### config.mk
export PLATFORM = sky130hd
export DESIGN_NAME = sdram_line_fill
export DESIGN_NICKNAME = d
export VERILOG_FILES = /design/src/rtl/sdram_line_fill.sv
export SDC_FILE = /design/constraint.sdc
export NUM_CORES = 1
export LEC_CHECK = 0
export ABC_AREA = 1
export CORE_ASPECT_RATIO = 1.25
export CORE_MARGIN = 3
export CORE_UTILIZATION = 43
export DETAILED_ROUTE_END_ITERATION = 6
export HOLD_SLACK_MARGIN = 0.02
export MAX_ROUTING_LAYER = met4
export PLACE_DENSITY = 0.81
export SLEW_MARGIN = 0
export SYNTH_ARGS = -nofsm -noshare
export SYNTH_HDL_FRONTEND = slang
export SYNTH_SLANG_ARGS = --single-unit
### constraint.sdc
create_clock -name clk_i -period 1.2 [get_ports clk_i]
set_input_delay 0.36 -clock clk_i [delete_from_list [all_inputs] [get_ports clk_i]]
set_output_delay 0.36 -clock clk_i [all_outputs]
set_load 0.02 [all_outputs]
### src/rtl/sdram_line_fill.sv
// SDRAM-domain line-fill engine: packs 16-bit burst beats into 32-bit words and writes them to the
// line buffer, tracking a per-word valid bitmap. Optional macro: LINE_FILL_CRITICAL_WORD_FIRST_EN.
module sdram_line_fill #(
  parameter int ADDR_WIDTH = 3
) (
  input  logic                         clk_i,
  input  logic                         rst_n_i,
  input  logic                         fill_start_i,
  input  logic [ADDR_WIDTH-1:0]        fill_addr_i,
  input  logic                         fill_abort_i,
  input  logic                         sdram_dv_i,
  input  logic [15:0]                  sdram_dat_i,
  output logic                         fill_busy_o,
  output logic                         fill_done_o,
  output logic [(2**ADDR_WIDTH)-1:0]   word_valid_o,
  output logic [ADDR_WIDTH-1:0]        buf_addr_o,
  output logic [3:0]                   buf_we_o,
  output logic [31:0]                  buf_di_o
);

  localparam int LINE_WORDS = 2**ADDR_WIDTH;

  typedef enum logic [1:0] {
    ST_IDLE = 2'd0,
    ST_HI   = 2'd1,
    ST_LO   = 2'd2
  } state_t;

  state_t                  state_q, state_d;
  logic [ADDR_WIDTH-1:0]   ptr_q, ptr_d;
  logic [ADDR_WIDTH-1:0]   cnt_q, cnt_d;
  logic [15:0]             hold_q, hold_d;
  logic [3:0]              we_q, we_d;
  logic [ADDR_WIDTH-1:0]   addr_q, addr_d;
  logic [31:0]             di_q, di_d;
  logic                    last_q, last_d;
  logic [LINE_WORDS-1:0]   valid_q, valid_d;
  logic                    done_q, done_d;
  logic                    busy_q, busy_d;
  logic [ADDR_WIDTH-1:0]   ptr_load;
  logic [LINE_WORDS-1:0]   commit_mask;

`ifdef LINE_FILL_CRITICAL_WORD_FIRST_EN
  assign ptr_load = fill_addr_i;
`else
  // Fills always run from word 0; the address input is deliberately masked off.
  assign ptr_load = fill_addr_i & {ADDR_WIDTH{1'b0}};
`endif

  assign commit_mask = {{(LINE_WORDS-1){1'b0}}, 1'b1} << addr_q;

  // State registers with synchronous active-low reset.
  always_ff @(posedge clk_i) begin
    if (!rst_n_i) begin
      state_q <= ST_IDLE;
      ptr_q   <= '0;
      cnt_q   <= '0;
      hold_q  <= 16'h0000;
      we_q    <= 4'h0;
      addr_q  <= '0;
      di_q    <= 32'h0000_0000;
      last_q  <= 1'b0;
      valid_q <= '0;
      done_q  <= 1'b0;
      busy_q  <= 1'b0;
    end else begin
      state_q <= state_d;
      ptr_q   <= ptr_d;
      cnt_q   <= cnt_d;
      hold_q  <= hold_d;
      we_q    <= we_d;
      addr_q  <= addr_d;
      di_q    <= di_d;
      last_q  <= last_d;
      valid_q <= valid_d;
      done_q  <= done_d;
      busy_q  <= busy_d;
    end
  end

  // Next-state, beat packing, commit tracking and abort handling.
  always_comb begin
    state_d = state_q;
    ptr_d   = ptr_q;
    cnt_d   = cnt_q;
    hold_d  = hold_q;
    we_d    = 4'h0;
    addr_d  = addr_q;
    di_d    = di_q;
    last_d  = 1'b0;
    valid_d = valid_q;
    done_d  = 1'b0;
    busy_d  = busy_q;

    // A write on the bus this cycle lands in the RAM at this edge, so its valid bit follows.
    if (we_q != 4'h0) begin
      valid_d = valid_q | commit_mask;
      if (last_q) begin
        done_d = 1'b1;
        busy_d = 1'b0;
      end else begin
        done_d = 1'b0;
      end
    end else begin
      valid_d = valid_q;
    end

    case (state_q)
      ST_IDLE: begin
        // busy_q stays high for the final commit cycle, which holds off a new start until then.
        if (fill_start_i && !busy_q) begin
          valid_d = '0;
          ptr_d   = ptr_load;
          cnt_d   = '0;
          busy_d  = 1'b1;
          state_d = ST_HI;
        end else begin
          state_d = ST_IDLE;
        end
      end
      ST_HI: begin
        if (sdram_dv_i) begin
          hold_d  = sdram_dat_i;
          state_d = ST_LO;
        end else begin
          state_d = ST_HI;
        end
      end
      ST_LO: begin
        if (sdram_dv_i) begin
          we_d    = 4'hF;
          addr_d  = ptr_q;
          di_d    = {hold_q, sdram_dat_i};
          ptr_d   = ptr_q + ADDR_WIDTH'(1);
          cnt_d   = cnt_q + ADDR_WIDTH'(1);
          last_d  = (cnt_q == {ADDR_WIDTH{1'b1}});
          state_d = (cnt_q == {ADDR_WIDTH{1'b1}}) ? ST_IDLE : ST_HI;
        end else begin
          state_d = ST_LO;
        end
      end
      default: begin
        state_d = ST_IDLE;
      end
    endcase

    // Abort wins over any beat this cycle; a write already on the bus still commits above.
    if (fill_abort_i && busy_q) begin
      state_d = ST_IDLE;
      busy_d  = 1'b0;
      done_d  = 1'b0;
      we_d    = 4'h0;
      last_d  = 1'b0;
      addr_d  = addr_q;
      di_d    = di_q;
    end else begin
      state_d = state_d;
    end
  end

  assign fill_busy_o  = busy_q;
  assign fill_done_o  = done_q;
  assign word_valid_o = valid_q;
  assign buf_addr_o   = addr_q;
  assign buf_we_o     = we_q;
  assign buf_di_o     = di_q;

endmodule

Word-level counts from Yosys, hierarchy flattened
Index checks and enable logic that the tools add are counted.
{"block": "op_classes", "addsub": 2, "n_eq_ne": 5, "shifts": 1, "muxes": 19, "bitwise": 6, "n_reduce_logical": 13}
{"operator": "$mux 8", "count": 3}
{"operator": "$pmux 3 s2", "count": 2}
{"operator": "$mux 3", "count": 3}
{"operator": "$or 8x8->8", "count": 1}
{"operator": "$shl 1x3->8 const A", "count": 1}
{"operator": "$mux 1", "count": 7}
{"operator": "$add 3x1->3 const B", "count": 2}
{"operator": "$pmux 2 s3", "count": 1}
{"operator": "$reduce_and 3->1", "count": 2}
{"operator": "$reduce_or 3->1", "count": 2}
{"operator": "$not 1->1", "count": 5}
{"operator": "$mux 2", "count": 2}
{"operator": "$mux 4", "count": 1}
{"operator": "$ne 2x2->1 const B", "count": 2}
{"operator": "$reduce_bool 4->1", "count": 1}
{"operator": "$reduce_or 4->1", "count": 1}
{"operator": "$eq 3x3->1 const B", "count": 1}
{"operator": "$eq 2x1->1 const B", "count": 1}
{"operator": "$eq 2x2->1 const B", "count": 1}
{"operator": "$logic_and 1x1->1", "count": 2}
{"operator": "$logic_not 2->1", "count": 1}
{"operator": "$reduce_and 2->1", "count": 1}
{"operator": "$reduce_bool 2->1", "count": 1}
{"operator": "$reduce_or 2->1", "count": 1}
{"operator": "$logic_not 1->1", "count": 1}
{"block": "word_totals", "reg_bits": 74, "in_bits": 24, "out_inout_bits": 49, "elab_cells": 57}

Logic depth before layout (Yosys ltp)
Gate-level depths: netlist (run 1).
{"block": "depth", "word_depth": 5, "ltp_mapped": 7, "depth_no_buf": 7}

Worst setup path before layout (run 1)
OpenSTA, ideal clock, no wires.
{"block": "synth_timing", "path_type": "register to register", "from": "register busy_q, in the netlist fill_busy_o", "to": "register di_q[20], in the netlist buf_di_o[20]", "setup_time_ps": 64, "t_arrival_ps": 1152, "path_slack_ps": -17, "stages_incl_launch_ff": 8, "n_path_buf": 1, "period_less_slack_ps": 1217, "path_cell_list": "dfxtp_1 -> nand2_1 -> nand2_1 -> nor2_8 -> inv_2 -> buf_6 -> nor2_2 -> nor2_1"}
{"block": "synth_between", "elab_chain_cells": 3}
{"item": "from (decl)", "line": "39", "text": "logic busy_q, busy_d;"}
{"item": "from (signal assigned)", "line": "77", "text": "busy_q <= busy_d;"}
{"item": "$logic_and 1x1->1", "line": "148", "text": "if (fill_abort_i && busy_q) begin"}
{"item": "$not 1->1 (no source line)"}
{"item": "$reduce_and 3->1 (no source line)"}
{"item": "to (signal assigned)", "line": "73", "text": "di_q <= di_d;"}
{"item": "to (decl)", "line": "35", "text": "logic [31:0] di_q, di_d;"}
No other way between the ends.
A chain may end at the register's enable or synchronous reset.

Worst setup path in the final report (run 1)
{"block": "layout_timing", "from": "register state_q[1]", "to": "register hold_q[13]"}
{"block": "layout_between", "elab_chain_cells": 2}
{"item": "from (decl)", "line": "29", "text": "state_t state_q, state_d;"}
{"item": "from (signal assigned)", "line": "67", "text": "state_q <= state_d;"}
{"item": "$eq 2x1->1", "line": "108", "text": "case (state_q)"}
{"item": "$reduce_and 2->1 (no source line)"}
{"item": "to (signal assigned)", "line": "70", "text": "hold_q <= hold_d;"}
{"item": "to (decl)", "line": "32", "text": "logic [15:0] hold_q, hold_d;"}
No other way between the ends.

==> flow_metrics.py, run 1 <==
metrics = {
    "synth": {
        "synth_cells": 341,
        "yosysTopAreaCell": "dfxtp_1",
        "synth.area.top_cells": "dfxtp_1 (53%), nor2_1 (13%), o21ai_0 (9.1%)",
        "synth.avg_cell_area_sq_um": 7.91,
        "synth-main-ff-cell": "dfxtp_1",
        "yosysUniqueCellTypes": 23,
        "async_flop_share": 0,
        "synth_seq_cells": 71,
        "synth_edf_count": 0,
        "syn_nets": 368,
        "synth_top_area_share": 0.527,
        "ys_seq_area_frac": 0.527,
        "syn_area_sq_mm": 0.00270,
        "ys_warn_count": 0,
    },
    "setup_path": {
        "crit_chain": "inv_1 > nand3_4 > bufbuf_16 > a21oi_1",
        "worstSetupEndpointType": "flop",
        "crit_type": "reg2reg",
        "worstPathArrival_ns": 1.50,
        "crit_fanout": 16,
        "crit_path_top_delay_cell": "dfxtp_2",
        "startpoint_type": "flop",
        "cp_slowest_stage_delay_ns": 0.37,
        "required_ns": 1.44,
    },
    "power": {
        "peakVddDrop_uv": 903,
        "power-per-cell-area_mw_per_mm2": 1240,
        "totalPowerFinal_mw": 5.21,
        "p_leak_nw": 1.92,
    },
    "placed_design": {
        "port_buffers": 69,
        "place_congestion": 0.808,
        "dp_hpwl_mm": 4.31,
        "dpl_cell_area_sq_mm": 0.00365,
    },
    "detailed_routing": {
        "wl_met2_mm": 3.93,
        "first_iter_violations": 152,
        "wl_per_cell_um": 14.2,
        "wl_met3_um": 439,
        "drt_wl_total_mm": 7.46,
        "drc": 0,
        "antenna_left": 0,
        "firstDrtPassIters": 4,
        "routed.top_layer": "met4",
        "vias_per_cell": 4.94,
        "via_count": 2591,
        "met1_length_mm": 2.99,
    },
    "sta": {
        "fin_crit_sh": 1.05,
        "clock_skew_ns": 0.00920,
        "worst_slew_pin_slew_ns": 0.283,
        "rsz0062_at_grt": "true",
        "final-setup-viol-count": 13,
        "setup_slack_ns": -0.0559,
        "max_slew_margin": 0.811,
        "finalHoldViolations": 0,
        "layout_min_cycle_time_ns": 1.26,
        "tns_ns": -0.212,
        "max_clock_freq_mhz": 796,
        "final_max_slew_viol_count": 0,
    },
    "clock_network": {
        "clock_path_buffers": 2,
        "clock_latency_ns": 0.35,
        "numCtsBuffers": 9,
        "htree_levels": 3,
        "cts_root_buffer": "clkbuf_8",
        "tritoncts": "done",
        "cts.sinks": 71,
        "clk_pin_slew_ns": 0.09,
    },
    "global_routing": {
        "grt_max_degree": 22,
        "antenna_found_initial": 0,
        "grt-ovfl-total": 0,
        "gr-usage-all-layers": 0.204,
        "grt_pass1_wl_mm": 11.3,
        "first_global_vias": 2548,
    },
    "die": {
        "chipHeight_um": 94.6,
        "initial_core_util": 0.455,
        "coreArea_sq_mm": 0.00593,
        "die_area_sq_mm": 0.00727,
        "die_x_um": 76.8,
        "pin_count": 73,
        "row_count": 31,
    },
    "run_status": {
        "violations": "negative setup slack",
        "outcome": "finished, violations left",
    },
    "worst_hold_path": {
        "worstHoldPathType": "reg2reg",
    },
    "cells_and_area": {
        "antenna_cells": 0,
        "nets": 465,
        "mostFrequentLayoutCells": "nor2_1 (67), buf_6 (53), dfxtp_2 (46), o21ai_0 (40), inv_1 (33)",
        "n_fill_cell": 401,
        "fin_area_sq_mm": 0.00421,
        "mostFrequentLayoutCell": "nor2_1",
        "area_growth_pct": 56.0,
        "drive_above_1_share": 0.440,
    },
    "run": {
        "max-cap-violations": 0,
    },
}
-- logic make-up (layout without fill, tap and decap cells) --
group,Yosys count,after routing,synth area share
simple gates,132,132,0.217
buf+inv,55,157,0.0932
compound gates,80,80,0.149
fa+ha+maj,3,3,0.0139
flops,71,71,0.527
-- stage by stage --
stage	hold WS [ns]	setup slack, ns	utilization	cells
3_3_place_gp	0.427	-0.430	0.615	503
2_1_floorplan	0.415	0.0740	-	341
6_report	0.438	-0.0559	0.709	525
5_1_grt	0.467	-0.0878	0.709	525
3_5_place_dp	0.433	-0.472	0.615	503
4_1_cts	0.442	-0.0286	0.673	522
-- state kept, by name, indices dropped and copies added, names as in the netlist --
register	count
buf_addr_o	3
fill_done_o	1
last_q	1
hold_q	16
buf_we_o	1
ptr_q	3
fill_busy_o	1
cnt_q	3
word_valid_o	8
state_q	2
buf_di_o	32
-- per-layer routing --
layer,track usage,vias up
li1,-,1273
met1,0.205,1204
met2,0.368,103
met3,0.0582,11
met4,0.0906,0
met5,-,-
-- path summary, 6_finish.rpt --
kind	start	endpoint	slack, ns	depth (start not counted)
max	state_q[1]	hold_q[13]	-0.06	4
max reg2reg	state_q[1]	hold_q[13]	-0.06	4
min	last_q	fill_done_o	0.44	2
min reg2reg	last_q	fill_done_o	0.44	2
-- area by class of cell --
cell class,count,area [sq um],share of cell area
repair buffers,105,1130,0.269
clock buffers,9,124,0.0294
inverters,36,140,0.0333
clock inverters,7,80.1,0.0190
flip-flops and latches,71,1480,0.352
multi-input cells,215,1150,0.273
well taps,82,103,0.0244
-- report_power, final --
| group | leakage (nW) | switching, mW | internal [mW] |
|---|---|---|---|
| Clock | 0.102 | 1.00 | 0.989 |
| Combinational | 1.21 | 0.358 | 0.328 |
| Sequential | 0.599 | 0.0789 | 2.46 |
| Total | 1.92 | 1.44 | 3.78 |
-- repair_timing --
action,in CTS,in global routing
endpoints found under the hold margin,0,0
hold buffers,0,0
setup buffers,2,2
endpoints found under the setup margin,99,101
cloned,1,1
pin swaps,2,3
resized for setup,336,63
-- critical path, delay by kind of cell (launching register included) --
kind | cells | cell delay, ns
compound gates | 1 | 0.25
buf+inv | 2 | 0.43
flops | 1 | 0.37
simple gates | 1 | 0.11
-- Yosys cell counts, types with 4 or more instances --
library cell and count:
nor2_1 90, dfxtp_1 71, o21ai_0 49, inv_1 34, a21oi_1 27, nand2_1 16, nor2_2 10, buf_2 9
clkbuf_1 4, nand3_1 4, nand3b_1 4
Note: power is estimated with default switching activity, not from simulation.
==> run 2: changes to the inputs <==
--- a/config.mk
+++ b/config.mk
@@ -13,6 +13,7 @@
 export HOLD_SLACK_MARGIN = 0.02
 export MAX_ROUTING_LAYER = met4
 export PLACE_DENSITY = 0.81
+export SETUP_SLACK_MARGIN = 0.05
 export SLEW_MARGIN = 0
 export SYNTH_ARGS = -nofsm -noshare
 export SYNTH_HDL_FRONTEND = slang
==> run 2 against run 1 <==
The flow still finishes with violations (negative setup slack); via count is the same; sequential power barely moved; register-to-register slack is essentially flat; sequential cell count is the same; final cell count grew 0.57%; core utilization increased by 0.51 points; maximum frequency increased by 0.43%; clock power barely moved; wire length shrank 4.0%; sequential share of layout area shrank 0.13 points; die area did not move; critical path type unchanged.
==> flow_metrics.py, run 2 (synthesized netlist as in run 1, its figures left out) <==
metrics = {
    "cells_and_area": {
        "nets": 468,
        "n_fill_cell": 394,
        "antenna_cells": 0,
        "drive_above_1_share": 0.446,
        "largest_register_ffs": 32,
        "fin_area_sq_mm": 0.00424,
        "mostFrequentLayoutCell": "nor2_1",
        "mostFrequentLayoutCells": "nor2_1 (74), buf_6 (55), dfxtp_2 (50), o21ai_0 (39), inv_1 (32)",
        "area_growth_pct": 57.1,
    },
    "setup_path": {
        "crit_type": "reg2reg",
        "startpoint_type": "flop",
        "crit_chain": "buf_6 > nand2_4 > nand2_4 > nor2_8 > inv_4 > clkbuf_16 > nor2_1 > nor2_1",
        "required_ns": 1.44,
        "worstPathArrival_ns": 1.49,
        "crit_fanout": 9,
        "crit_path_top_delay_cell": "dfxtp_2",
        "worstSetupEndpointType": "flop",
        "cp_slowest_stage_delay_ns": 0.34,
    },
    "sta": {
        "setup_slack_ns": -0.0505,
        "max_clock_freq_mhz": 800,
        "fin_crit_sh": 1.04,
        "final-setup-viol-count": 10,
        "finalHoldViolations": 0,
        "rsz0062_at_grt": "true",
        "max_slew_margin": 0.837,
        "final_max_slew_viol_count": 0,
        "layout_min_cycle_time_ns": 1.25,
        "clock_skew_ns": 0.00564,
        "worst_slew_pin_slew_ns": 0.241,
    },
    "clock_network": {
        "tritoncts": "done",
        "clock_path_buffers": 2,
        "htree_levels": 3,
        "cts.sinks": 71,
        "clock_latency_ns": 0.35,
        "cts_root_buffer": "clkbuf_8",
        "clk_pin_slew_ns": 0.08,
        "numCtsBuffers": 9,
    },
    "die": {
        "die_area_sq_mm": 0.00727,
        "chipHeight_um": 94.6,
        "initial_core_util": 0.455,
        "pin_count": 73,
        "coreArea_sq_mm": 0.00593,
        "die_x_um": 76.8,
        "row_count": 31,
    },
    "detailed_routing": {
        "firstDrtPassIters": 5,
        "via_count": 2591,
        "wl_per_cell_um": 13.6,
        "antenna_left": 0,
        "drt_wl_total_mm": 7.16,
        "first_iter_violations": 176,
        "drc": 0,
        "vias_per_cell": 4.91,
    },
    "run": {
        "max-cap-violations": 0,
    },
    "global_routing": {
        "grt_max_degree": 22,
        "first_global_vias": 2535,
        "gr-usage-all-layers": 0.207,
        "grt_pass1_wl_mm": 11.4,
        "antenna_found_initial": 0,
        "grt-ovfl-total": 0,
    },
    "power": {
        "power-per-cell-area_mw_per_mm2": 1230,
        "peakVddDrop_uv": 1140,
        "p_leak_nw": 1.92,
    },
    "placed_design": {
        "port_buffers": 69,
        "place_congestion": 0.808,
        "dpl_cell_area_sq_mm": 0.00365,
        "dp_hpwl_mm": 4.31,
        "dp_slack_ns": -0.472,
    },
    "run_status": {
        "outcome": "finished, violations left",
        "violations": "negative setup slack",
    },
    "worst_hold_path": {
        "worstHoldPathType": "reg2reg",
    },
}
-- run 2: cell types whose count changed in the layout (fill, tap and decap cells not counted), sizes merged --
cell / change
buf: +3
clkdlybuf4s15: +1
dlymetal6s2s: -1
-- run 2: worst paths after layout --
check	startpoint	endpoint	slack, ns	cells after the start
worst max-delay path	fill_busy_o	buf_di_o[11]	-0.05	8
worst min-delay path	last_q	fill_done_o	0.43	2
worst max register to register	fill_busy_o	buf_di_o[11]	-0.05	8
worst min register to register	last_q	fill_done_o	0.43	2
-- run 2: final cells by class --
class / instances / area, sq um / area share
Multi-Input combinational cell: 215 / 1140 / 0.269
Clock inverter: 7 / 80.1 / 0.0189
Tap cell: 82 / 103 / 0.0242
Sequential cell: 71 / 1490 / 0.351
Inverter: 36 / 138 / 0.0325
Timing Repair Buffer: 108 / 1160 / 0.275
Clock buffer: 9 / 124 / 0.0292
-- run 2: repair_timing --
item	in CTS	in global routing
pin swaps	10	6
setup buffers	5	2
resized for setup	385	20
endpoints found under the setup margin	106	106
endpoints found under the hold margin	0	0
gates cloned	1	1
hold buffers	0	0
-- run 2: stage by stage --
stage / utilization / hold slack, ns / TNS (ns) / std cells / power (mW)
4_1_cts: 0.698 / 0.434 / -0.113 / 525 / 5.19
5_1_grt: 0.714 / 0.457 / -1.91 / 528 / 5.44
3_3_place_gp: 0.615 / 0.427 / -29.70 / 503 / 3.13
3_5_place_dp: 0.615 / 0.433 / -31.10 / 503 / 3.14
6_report: 0.714 / 0.433 / -0.186 / 528 / 5.21
2_1_floorplan: - / 0.415 / 0 / 341 / 2.87
-- run 2: report_power, final --
group          internal, mW  leakage, nW  switching, mW  total [mW]
combinational         0.335         1.22          0.352       0.688
clock                 0.988        0.102          0.999        1.99
sequential             2.46        0.601         0.0770        2.54
-- run 2: critical path: cells and delay by family, from the launching register on --
kind                   cells  cell delay [ns]
and+or+nand+nor            5             0.44
buffers and inverters      3             0.37
DFF                        1             0.34
-- run 2: routing by layer --
metal	GRT usage	vias to the layer above	share of wire
met1	0.215	1176	0.39
met4	0.0861	0	0.027
met2	0.361	115	0.52
met5	-	-	0
met3	0.0658	17	0.064
li1	-	1283	-
==> run 3: changes to the inputs <==
--- a/config.mk
+++ b/config.mk
@@ -13,7 +13,8 @@
 export HOLD_SLACK_MARGIN = 0.02
 export MAX_ROUTING_LAYER = met4
 export PLACE_DENSITY = 0.81
-export SETUP_SLACK_MARGIN = 0.05
+export RECOVER_POWER = 25
+export SETUP_SLACK_MARGIN = 0.5
 export SLEW_MARGIN = 0
 export SYNTH_ARGS = -nofsm -noshare
 export SYNTH_HDL_FRONTEND = slang
==> constraint.sdc (replaced) <==
create_clock -name clk_i -period 1.2 [get_ports clk_i]
set_input_delay 0.24 -clock clk_i [delete_from_list [all_inputs] [get_ports clk_i]]
set_output_delay 0.24 -clock clk_i [all_outputs]
set_load 0.02 [all_outputs]
==> run 3 against run 2 <==
The flow now finishes without violations; largest power group unchanged; worst hold slack lost 0.023 ns; global-route usage increased by 1.4 points; critical path depth is 3 lower; largest cell class unchanged.
==> flow_metrics.py, run 3 (synthesized netlist as in run 1, its figures left out) <==
metrics = {
    "run_status": {
        "outcome": "finished clean",
    },
    "global_routing": {
        "grt-ovfl-total": 0,
        "use_met3": 0.0401,
        "grt_max_degree": 36,
        "met2_usage": 0.379,
        "first_global_vias": 2746,
        "top_usage_layer": "met2",
        "gr-usage-all-layers": 0.220,
        "antenna_found_initial": 0,
        "grt_pass1_wl_mm": 12.5,
        "grt_util_met1": 0.247,
    },
    "sta": {
        "layout_min_cycle_time_ns": 1.20,
        "setup_slack_ns": 0.00140,
        "finalHoldViolations": 0,
        "final_max_slew_viol_count": 0,
        "worst_slew_pin_slew_ns": 0.254,
        "max_clock_freq_mhz": 834,
        "clock_skew_ns": 0.0172,
        "max_slew_margin": 0.829,
        "final-setup-viol-count": 0,
        "fin_crit_sh": 0.999,
        "rsz0062_at_grt": "true",
        "tns_ns": 0,
    },
    "clock_network": {
        "tritoncts": "done",
        "cts_root_buffer": "clkbuf_8",
        "htree_levels": 3,
        "numCtsBuffers": 9,
        "cts.sinks": 71,
        "clock_latency_ns": 0.36,
        "clk_pin_slew_ns": 0.08,
        "hold_buffers": 0,
        "clock_path_buffers": 2,
    },
    "placed_design": {
        "dp_hpwl_mm": 4.28,
        "dp_slack_ns": -0.382,
        "dp_cells": 495,
        "port_buffers": 69,
        "place_congestion": 0.864,
    },
    "setup_path": {
        "crit_fanout": 7,
        "r2r_slack_ns": 0.001,
        "worstReg2RegStart": "state_q[0]",
        "worstPathArrival_ns": 1.48,
        "required_ns": 1.48,
        "crit_type": "reg2reg",
        "worstSetupEndpointType": "flop",
        "reg2reg_depth": 5,
        "reg2reg_to": "hold_q[11]",
        "startpoint_type": "flop",
    },
    "power": {
        "p_leak_nw": 2.00,
        "power-per-cell-area_mw_per_mm2": 1190,
        "peakVddDrop_uv": 1020,
    },
    "worst_hold_path": {
        "hold_start": "fill_abort_i",
        "worstHoldPathType": "in2reg",
        "hold_path_end": "state_q[1]",
        "holdPathStages": 5,
    },
    "detailed_routing": {
        "via_count": 2684,
        "firstDrtPassIters": 5,
        "wl_per_cell_um": 15.2,
        "drt_wl_total_mm": 8.07,
        "first_iter_violations": 109,
        "drc": 0,
        "vias_per_cell": 5.05,
        "antenna_left": 0,
    },
    "cells_and_area": {
        "antenna_cells": 0,
        "mostFrequentLayoutCell": "nor2_1",
        "mostFrequentLayoutCells": "nor2_1 (78), buf_6 (66), dfxtp_2 (35), o21ai_0 (33), dfxtp_1 (32)",
        "largest_register_ffs": 32,
        "drive_above_1_share": 0.501,
        "nets": 471,
        "stdcell_count": 531,
        "n_fill_cell": 363,
        "area_growth_pct": 68.5,
    },
    "die": {
        "die_area_sq_mm": 0.00727,
        "pin_count": 73,
        "coreArea_sq_mm": 0.00593,
        "die_x_um": 76.8,
        "row_count": 31,
        "initial_core_util": 0.455,
        "chipHeight_um": 94.6,
    },
    "run": {
        "max-cap-violations": 0,
    },
}
==> run 3: where the power goes <==
group          total [mW]  switching [mW]  internal, mW  leakage, nW
logic               0.888           0.450         0.437         1.30
clock network        1.97           0.984         0.981        0.104
registers            2.55          0.0912          2.46        0.595
total                5.40            1.53          3.88         2.00
==> run 3: worst max path at each step <==
stage | endpoint | slack, ns | startpoint
after floorplan | buf_di_o[16] | 0.14 | fill_busy_o
after global placement | state_q[0] | -0.34 | sdram_dv_i
after detailed placement | state_q[0] | -0.38 | sdram_dv_i
after CTS | fill_busy_o | 0.08 | fill_busy_o
after global routing | buf_di_o[30] | -0.04 | state_q[0]
final | hold_q[11] | 0.001 | state_q[0]
==> run 3: layout make-up <==
cell class / count / area, sq um / area share
clock buffer: 9 / 124 / 0.0273
clock inverter: 7 / 78.8 / 0.0173
inverter: 36 / 150 / 0.0330
multi-input combinational: 215 / 1350 / 0.298
sequential: 71 / 1480 / 0.326
tap: 82 / 103 / 0.0226
timing repair buffer: 111 / 1260 / 0.276
==> run 3: per-layer routing <==
layer,part of all wire,routed length [um],vias up
met5,0,0,-
met1,0.41,3270,1290
met2,0.52,4220,95
met3,0.056,448,13
li1,-,-,1286
met4,0.017,135,0
==> run 3: worst max-delay path, cell delays in order (launching register included) <==
cell and delay [ns]:
dfxtp_4 0.40, buf_6 0.11, nand3_4 0.15, buf_6 0.20
buf_16 0.13, a21oi_2 0.14
==> run 3: per-stage QoR <==
stage	utilization	total power, mW	area (sq um)	hold WS (ns)
detailed placement	0.616	3.18	3660	0.434
CTS	0.721	5.25	4280	0.438
global placement	0.616	3.16	3660	0.422
floorplan	-	2.91	2810	0.368
finish	0.766	5.40	4540	0.410
global route	0.766	5.57	4540	0.435
==> run 3: repair_timing <==
item	CTS	global route
setup endpoints to repair	120	120
gates cloned	2	1
resized for setup	388	62
pin swaps	15	21
buffers inserted	12	5
